$ cat src/rtl/reset_seq_pkg.sv
// Shared types and constant helpers for the reset sequencer.
package reset_seq_pkg;

    typedef enum logic [1:0] {
        WAIT_LOCK = 2'd0,
        HOLD      = 2'd1,
        GAP       = 2'd2,
        DONE      = 2'd3
    } seq_state_t;

    // Larger of two integers, used to size the shared hold/gap counter.
    function automatic int max(input int a, input int b);
        if (a > b) begin
            return a;
        end else begin
            return b;
        end
    endfunction

endpackage

$ cat src/rtl/reset_sync.sv
// Reset synchroniser: asserts immediately, releases after STAGES clean edges.
module reset_sync #(
    parameter int STAGES = 2
) (
    input  logic clk,
    input  logic rst,
    output logic rst_s
);

    logic [STAGES-1:0] sync_r;

    // Set the whole chain on reset, then shift zeros in to release it.
    always_ff @(posedge clk or posedge rst) begin
        if (rst) begin
            sync_r <= {STAGES{1'b1}};
        end else begin
            sync_r <= {sync_r[STAGES-2:0], 1'b0};
        end
    end

    assign rst_s = sync_r[STAGES-1];

endmodule

$ cat src/rtl/reset_sequencer.sv
// Reset sequencer: holds CHANNELS reset outputs until the clock is locked,
// then releases them one at a time, channel 0 first, GAP_CYCLES apart.
module reset_sequencer
    import reset_seq_pkg::*;
#(
    parameter int CHANNELS    = 4,
    parameter int SYNC_STAGES = 2,
    parameter int HOLD_CYCLES = 16,
    parameter int GAP_CYCLES  = 8
) (
    input  logic                clk,
    input  logic                rst,
    input  logic                lock,
    input  logic                sw_req,
    output logic [CHANNELS-1:0] rst_out,
    output logic                ready
);

    localparam int CNT_W = $clog2(max(HOLD_CYCLES, GAP_CYCLES) + 1);
    localparam int IDX_W = (CHANNELS > 1) ? $clog2(CHANNELS) : 1;
    localparam logic [CNT_W-1:0]    HOLD_LAST = CNT_W'(HOLD_CYCLES - 1);
    localparam logic [CNT_W-1:0]    GAP_LAST  = CNT_W'(GAP_CYCLES - 1);
    localparam logic [IDX_W-1:0]    IDX_LAST  = IDX_W'(CHANNELS - 1);
    localparam logic [CHANNELS-1:0] ALL_ON    = {CHANNELS{1'b1}};

    generate
        if (CHANNELS < 1) begin : g_bad_channels
            $error("reset_sequencer: CHANNELS must be at least 1");
        end
        if (SYNC_STAGES < 2) begin : g_bad_sync
            $error("reset_sequencer: SYNC_STAGES must be at least 2");
        end
        if (HOLD_CYCLES < 1) begin : g_bad_hold
            $error("reset_sequencer: HOLD_CYCLES must be at least 1");
        end
        if (GAP_CYCLES < 1) begin : g_bad_gap
            $error("reset_sequencer: GAP_CYCLES must be at least 1");
        end
    endgenerate

    logic                   rst_s;
    logic [SYNC_STAGES-1:0] lock_sync_r;
    logic                   lock_s;
    seq_state_t             state_r;
    seq_state_t             state_nxt_s;
    logic [CNT_W-1:0]       cnt_r;
    logic [CNT_W-1:0]       cnt_nxt_s;
    logic [IDX_W-1:0]       idx_r;
    logic [IDX_W-1:0]       idx_nxt_s;
    logic [CHANNELS-1:0]    rst_out_r;
    logic [CHANNELS-1:0]    rst_out_nxt_s;
    logic                   ready_r;
    logic                   ready_nxt_s;

    reset_sync #(
        .STAGES (SYNC_STAGES)
    ) u_rst_sync (
        .clk   (clk),
        .rst   (rst),
        .rst_s (rst_s)
    );

    // Lock synchroniser: cleared the instant reset asserts (the same moment
    // rst_s asserts) and refilled while rst_s is still releasing, so a lock
    // that is already stable is seen on the first edge the FSM runs.
    always_ff @(posedge clk or posedge rst) begin
        if (rst) begin
            lock_sync_r <= {SYNC_STAGES{1'b0}};
        end else begin
            lock_sync_r <= {lock_sync_r[SYNC_STAGES-2:0], lock};
        end
    end

    assign lock_s = lock_sync_r[SYNC_STAGES-1];

    // State, counter, index and output registers, forced by the synchronised reset.
    always_ff @(posedge clk or posedge rst_s) begin
        if (rst_s) begin
            state_r   <= WAIT_LOCK;
            cnt_r     <= {CNT_W{1'b0}};
            idx_r     <= {IDX_W{1'b0}};
            rst_out_r <= ALL_ON;
            ready_r   <= 1'b0;
        end else begin
            state_r   <= state_nxt_s;
            cnt_r     <= cnt_nxt_s;
            idx_r     <= idx_nxt_s;
            rst_out_r <= rst_out_nxt_s;
            ready_r   <= ready_nxt_s;
        end
    end

    // Next-state selection; a lock drop outranks a software restart.
    always_comb begin
        state_nxt_s = state_r;
        case (state_r)
            WAIT_LOCK: begin
                if (lock_s) begin
                    state_nxt_s = HOLD;
                end else begin
                    state_nxt_s = WAIT_LOCK;
                end
            end
            HOLD: begin
                if (!lock_s) begin
                    state_nxt_s = WAIT_LOCK;
                end else if (sw_req) begin
                    state_nxt_s = HOLD;
                end else if (cnt_r == HOLD_LAST) begin
                    state_nxt_s = (CHANNELS == 1) ? DONE : GAP;
                end else begin
                    state_nxt_s = HOLD;
                end
            end
            GAP: begin
                if (!lock_s) begin
                    state_nxt_s = WAIT_LOCK;
                end else if (sw_req) begin
                    state_nxt_s = HOLD;
                end else if ((cnt_r == GAP_LAST) && (idx_r == IDX_LAST)) begin
                    state_nxt_s = DONE;
                end else begin
                    state_nxt_s = GAP;
                end
            end
            DONE: begin
                if (!lock_s) begin
                    state_nxt_s = WAIT_LOCK;
                end else if (sw_req) begin
                    state_nxt_s = HOLD;
                end else begin
                    state_nxt_s = DONE;
                end
            end
            default: begin
                state_nxt_s = WAIT_LOCK;
            end
        endcase
    end

    // Next counter, channel index and registered outputs; any override
    // reasserts every channel and restarts the count from zero.
    always_comb begin
        cnt_nxt_s     = {CNT_W{1'b0}};
        idx_nxt_s     = idx_r;
        rst_out_nxt_s = rst_out_r;
        ready_nxt_s   = ready_r;
        case (state_r)
            WAIT_LOCK: begin
                idx_nxt_s     = {IDX_W{1'b0}};
                rst_out_nxt_s = ALL_ON;
                ready_nxt_s   = 1'b0;
            end
            HOLD: begin
                if (!lock_s || sw_req) begin
                    idx_nxt_s     = {IDX_W{1'b0}};
                    rst_out_nxt_s = ALL_ON;
                    ready_nxt_s   = 1'b0;
                end else if (cnt_r == HOLD_LAST) begin
                    rst_out_nxt_s[0] = 1'b0;
                    idx_nxt_s        = IDX_W'(1);
                    ready_nxt_s      = (CHANNELS == 1) ? 1'b1 : 1'b0;
                end else begin
                    cnt_nxt_s = cnt_r + CNT_W'(1);
                end
            end
            GAP: begin
                if (!lock_s || sw_req) begin
                    idx_nxt_s     = {IDX_W{1'b0}};
                    rst_out_nxt_s = ALL_ON;
                    ready_nxt_s   = 1'b0;
                end else if (cnt_r == GAP_LAST) begin
                    for (int i = 0; i < CHANNELS; i++) begin
                        if (idx_r == IDX_W'(i)) begin
                            rst_out_nxt_s[i] = 1'b0;
                        end else begin
                            rst_out_nxt_s[i] = rst_out_r[i];
                        end
                    end
                    if (idx_r == IDX_LAST) begin
                        ready_nxt_s = 1'b1;
                    end else begin
                        idx_nxt_s = idx_r + IDX_W'(1);
                    end
                end else begin
                    cnt_nxt_s = cnt_r + CNT_W'(1);
                end
            end
            DONE: begin
                if (!lock_s || sw_req) begin
                    idx_nxt_s     = {IDX_W{1'b0}};
                    rst_out_nxt_s = ALL_ON;
                    ready_nxt_s   = 1'b0;
                end else begin
                    ready_nxt_s = 1'b1;
                end
            end
            default: begin
                idx_nxt_s     = {IDX_W{1'b0}};
                rst_out_nxt_s = ALL_ON;
                ready_nxt_s   = 1'b0;
            end
        endcase
    end

    assign rst_out = rst_out_r;
    assign ready   = ready_r;

endmodule

$ cat config.mk
export PLATFORM = sky130hd
export DESIGN_NAME = reset_sequencer
export DESIGN_NICKNAME = d
export VERILOG_FILES = /design/src/rtl/reset_seq_pkg.sv /design/src/rtl/reset_sync.sv /design/src/rtl/reset_sequencer.sv
export SDC_FILE = /design/constraint.sdc
export NUM_CORES = 1
export LEC_CHECK = 0
export ABC_AREA = 1
export CORE_UTILIZATION = 50
export CTS_BUF_LIST = sky130_fd_sc_hd__clkbuf_4 sky130_fd_sc_hd__clkbuf_8 sky130_fd_sc_hd__clkbuf_16
export CTS_CLUSTER_SIZE = 20
export DETAILED_ROUTE_END_ITERATION = 8
export PLACE_DENSITY = 0.68
export SETUP_SLACK_MARGIN = 0.02
export SLEW_MARGIN = 10
export SYNTH_ARGS = -nofsm -noshare
export SYNTH_HDL_FRONTEND = slang
export SYNTH_HIERARCHICAL = 1
export SYNTH_SLANG_ARGS = --single-unit
$ cat constraint.sdc
create_clock -name clk -period 0.9 [get_ports clk]
set_input_delay 0.135 -clock clk [delete_from_list [all_inputs] [get_ports clk]]
set_output_delay 0.135 -clock clk [all_outputs]
set_load 0.05 [all_outputs]
==> qor.json <==
{
  "status": {"value": "finished, violations left"},
  "violations": {"value": "negative setup slack"},
  "power.share.combinational": {"value": 0.229},
  "worst-setup-path-type": {"value": "reg2reg"},
  "yosysUniqueCellTypes": {"value": 26},
  "postSynthNetCount": {"value": 150},
  "fp.dieH": {"value": 49.8, "unit": "um"},
  "hold_class": {"value": "in2async"},
  "clockPowerShare": {"value": 0.259},
  "flip_flop_and_latch_count_after_synthesis": {"value": 18},
  "rsz0062_at_grt": {"value": "yes"},
  "placement_rows": {"value": 16},
  "final_layout_size_suffix_gt1_frac": {"value": 0.434},
  "clkLatencyLatePin": {"value": 0.29, "unit": "ns"},
  "grt.overflow.total": {"value": 0},
  "multi_input_comb_area": {"value": 694, "unit": "um^2"},
  "antenna_found_initial": {"value": 0},
  "yosys-mux-area-fraction": {"value": 0},
  "detail_route.iter0.violations": {"value": 9},
  "antenna_cells": {"value": 0},
  "fillCellCount": {"value": 140},
  "final_weighted_congestion_in_routability_driven_placement": {"value": 0.865},
  "maxSlewViolCount": {"value": 0},
  "leakage": {"value": 0.849, "unit": "nW"},
  "via_count": {"value": 965},
  "vias_per_cell": {"value": 4.83},
  "syn_area": {"value": 0.00114, "unit": "mm^2"},
  "drcViolationCount": {"value": 0},
  "drtAntennaViolNets": {"value": 0},
  "finalHoldWorstSlack": {"value": 0.0174, "unit": "ns"},
  "clkSlewWorstSetupHoldPaths": {"value": 0.11, "unit": "ns"},
  "grt.total_usage": {"value": 0.231},
  "async_flop_share": {"value": 1.00},
  "power_switching_share": {"value": 0.283},
  "synth_top_family_by_area": {"value": "simple AND/OR/NAND/NOR gates"},
  "dp_hpwl": {"value": 1910, "unit": "um"},
  "post-route-period-util": {"value": 1.68},
  "reg2reg_from": {"value": "cnt_r[1]"},
  "power_switching": {"value": 0.000493, "unit": "W"},
  "post-route-min-period": {"value": 1.51, "unit": "ns"},
  "floorplan.core_area": {"value": 0.00206, "unit": "mm^2"},
  "io_buffer_count": {"value": 8},
  "routed_wl": {"value": 2530, "unit": "um"},
  "synth_compound_area_frac": {"value": 0.0921},
  "layout.nets": {"value": 189},
  "cell_count_after_synthesis": {"value": 135},
  "commonest_register_cell_after_synthesis": {"value": "dfrtp_1"},
  "max_freq": {"value": 662, "unit": "MHz"},
  "layout_setup_ws": {"value": -0.610, "unit": "ns"},
  "power.density_cell_area": {"value": 1060, "unit": "mW/mm^2"},
  "startpoint_type": {"value": "register"},
  "clock_sink_count": {"value": 18},
  "via_count_of_the_first_global_routing_pass": {"value": 994},
  "peak_supply_drop": {"value": 0.920, "unit": "mV"},
  "global_route_wire_length_before_repair": {"value": 4310, "unit": "um"},
  "power.sequential.fraction": {"value": 0.512},
  "die-area": {"value": 0.00248, "unit": "mm^2"},
  "cts-root-buf": {"value": "clkbuf_4"},
  "grt_max_degree": {"value": 15},
  "cts_tree": {"value": "built"},
  "xor_xnor_share_of_the_synthesized_area": {"value": 0.00768},
  "synth_top_area_cell": {"value": "dfrtp_1"},
  "synthMostInstantiatedCell": {"value": "nand2_1"},
  "ys_seq_area_frac": {"value": 0.401},
  "synth_enable_flop_cells": {"value": 0},
  "final-setup-viol-count": {"value": 19},
  "critPathMaxFanout": {"value": 6},
  "start_util": {"value": 0.553},
  "internal_power": {"value": 0.00125, "unit": "W"},
  "cts_buf_count": {"value": 3},
  "cts-root-to-sink-buffers": {"value": 2},
  "htree_levels": {"value": 1},
  "first_pass_iters": {"value": 4},
  "synthesis.area_per_instance": {"value": 8.45, "unit": "um^2"},
  "data_required_critical_path": {"value": 1.07, "unit": "ns"},
  "end_kind": {"value": "register"},
  "wire_per_inst": {"value": 12.6, "unit": "um"},
  "area.growth.synth_to_final": {"value": 44.3, "unit": "%"},
  "die_width": {"value": 49.8, "unit": "um"},
  "timing.clock.skew": {"value": 0.0150, "unit": "ns"},
  "cp_data_arrival_time": {"value": 1.68, "unit": "ns"},
  "finalHoldViolCount": {"value": 0},
  "post_cts_hold_buffer_count": {"value": 0},
  "synth.yosys.warnings": {"value": 6},
  "top_level_ports": {"value": 9},
  "setup.worst_path.start": {"value": "cnt_r[1]"},
  "sequential_cell_area": {"value": 458, "unit": "um^2"},
  "synth_largest_type_area_fraction": {"value": 0.263},
  "synth_simple_gate_area_frac": {"value": 0.286},
  "max-cap-violations": {"value": 0},
  "synth_adder_area_share": {"value": 0.121},
  "yosys-top-cells-area": {"value": "dfrtp_1, dfstp_2, ha_1, nand2_1, inv_1"},
  "synth_common_cells": {"value": "nand2_1, inv_1, dfrtp_1"},
  "fin_tns_setup": {"value": -8.21, "unit": "ns"}
}
==> through the flow <==
| step | instance area (um^2) | power [W] | util | setup slack (ns) | cells |
|---|---|---|---|---|---|
| final | 1650 | 0.00174 | 0.799 | -0.610 | 200 |
| after global routing | 1650 | 0.00183 | 0.799 | -0.695 | 200 |
| after CTS | 1590 | 0.00177 | 0.771 | -0.591 | 196 |
| after global placement | 1520 | 0.00127 | 0.737 | -0.525 | 190 |
| after detailed placement | 1520 | 0.00129 | 0.737 | -0.566 | 190 |
| after floorplan | 1210 | 0.00110 | - | -0.509 | 135 |
==> final timing paths <==
path,endpoint,slack [ns],cells past startpoint
setup / recovery,idx_r[0],-0.61,12
hold / removal,lock_sync_r[0],0.02,2
setup reg to reg,idx_r[0],-0.61,12
hold reg to reg,ready,0.27,2
max in group asynchronous,rst_out[0],0.36,2
min in group clk,lock_sync_r[0],0.28,1
==> final cells by class <==
type,instances,area share
multi-input cells,90,0.422
inverters,26,0.0593
clock buffers,4,0.0182
well taps,27,0.0205
flip-flops and latches,18,0.278
repair buffers,35,0.202
==> kinds of logic (layout without fill, tap and decap cells) <==
group / count (synthesis) / in the layout
AO/OA/AOI/OAI: 16 / 16
adder cells (fa/ha/maj): 11 / 11
XOR/XNOR: 1 / 1
buffers and inverters: 27 / 65
other: 1 / 1
flip-flops: 18 / 18
AND/OR/NAND/NOR: 61 / 61
==> cell usage in the layout, fill, tap and decap left out, types with 5 or more instances in the layout <==
| cell type | count |
|---|---|
| nor2_1 | 7 |
| inv_2 | 7 |
| inv_1 | 18 |
| buf_4 | 27 |
| nand4_1 | 5 |
| nand2_2 | 6 |
| o21bai_1 | 6 |
| dfstp_2 | 6 |
| buf_12 | 5 |
| nand2_1 | 25 |
| ha_1 | 6 |
| dfrtp_1 | 12 |
==> per-layer routing <==
metal  vias up  track usage  part of all wire
li1        501            -                 -
met1       455        0.280              0.44
met2         7        0.405              0.54
met3         2       0.0340             0.014
met4         0       0.0905            0.0055
met5         -            0                 0
==> power groups by stage <==
stage               Sequential, W  Combinational, W  Clock [W]
CTS                      0.000895          0.000393   0.000485
global route             0.000899          0.000429   0.000506
floorplan                0.000965          0.000139          0
detailed placement       0.000910          0.000378          0
global placement         0.000905          0.000370          0
finish                   0.000894          0.000400   0.000451
==> sequential cells by signal, summed over array words and instances, names as in the netlist <==
signal             flops
u_rst_sync/sync_r      2
lock_sync_r            2
rst_out                4
state_r                2
ready                  1
cnt_r                  5
idx_r                  2
==> worst max-delay path: stages (launching register included) <==
cell,delay [ns]
dfrtp_1,0.41
ha_2,0.19
nand2_2,0.07
inv_2,0.04
nand2_2,0.06
inv_2,0.04
ha_4,0.15
inv_2,0.06
nand3_4,0.11
nand2_8,0.12
nor2_4,0.04
nand2_1,0.05
nand2_1,0.05
==> repair_timing <==
action | CTS | global route
gates resized for setup | 5 | 4
pin swaps | 8 | 5
gates cloned | 0 | 0
buffers inserted | 2 | 4
endpoints found under the setup margin | 19 | 19
Power figures use the tool's default switching activity.
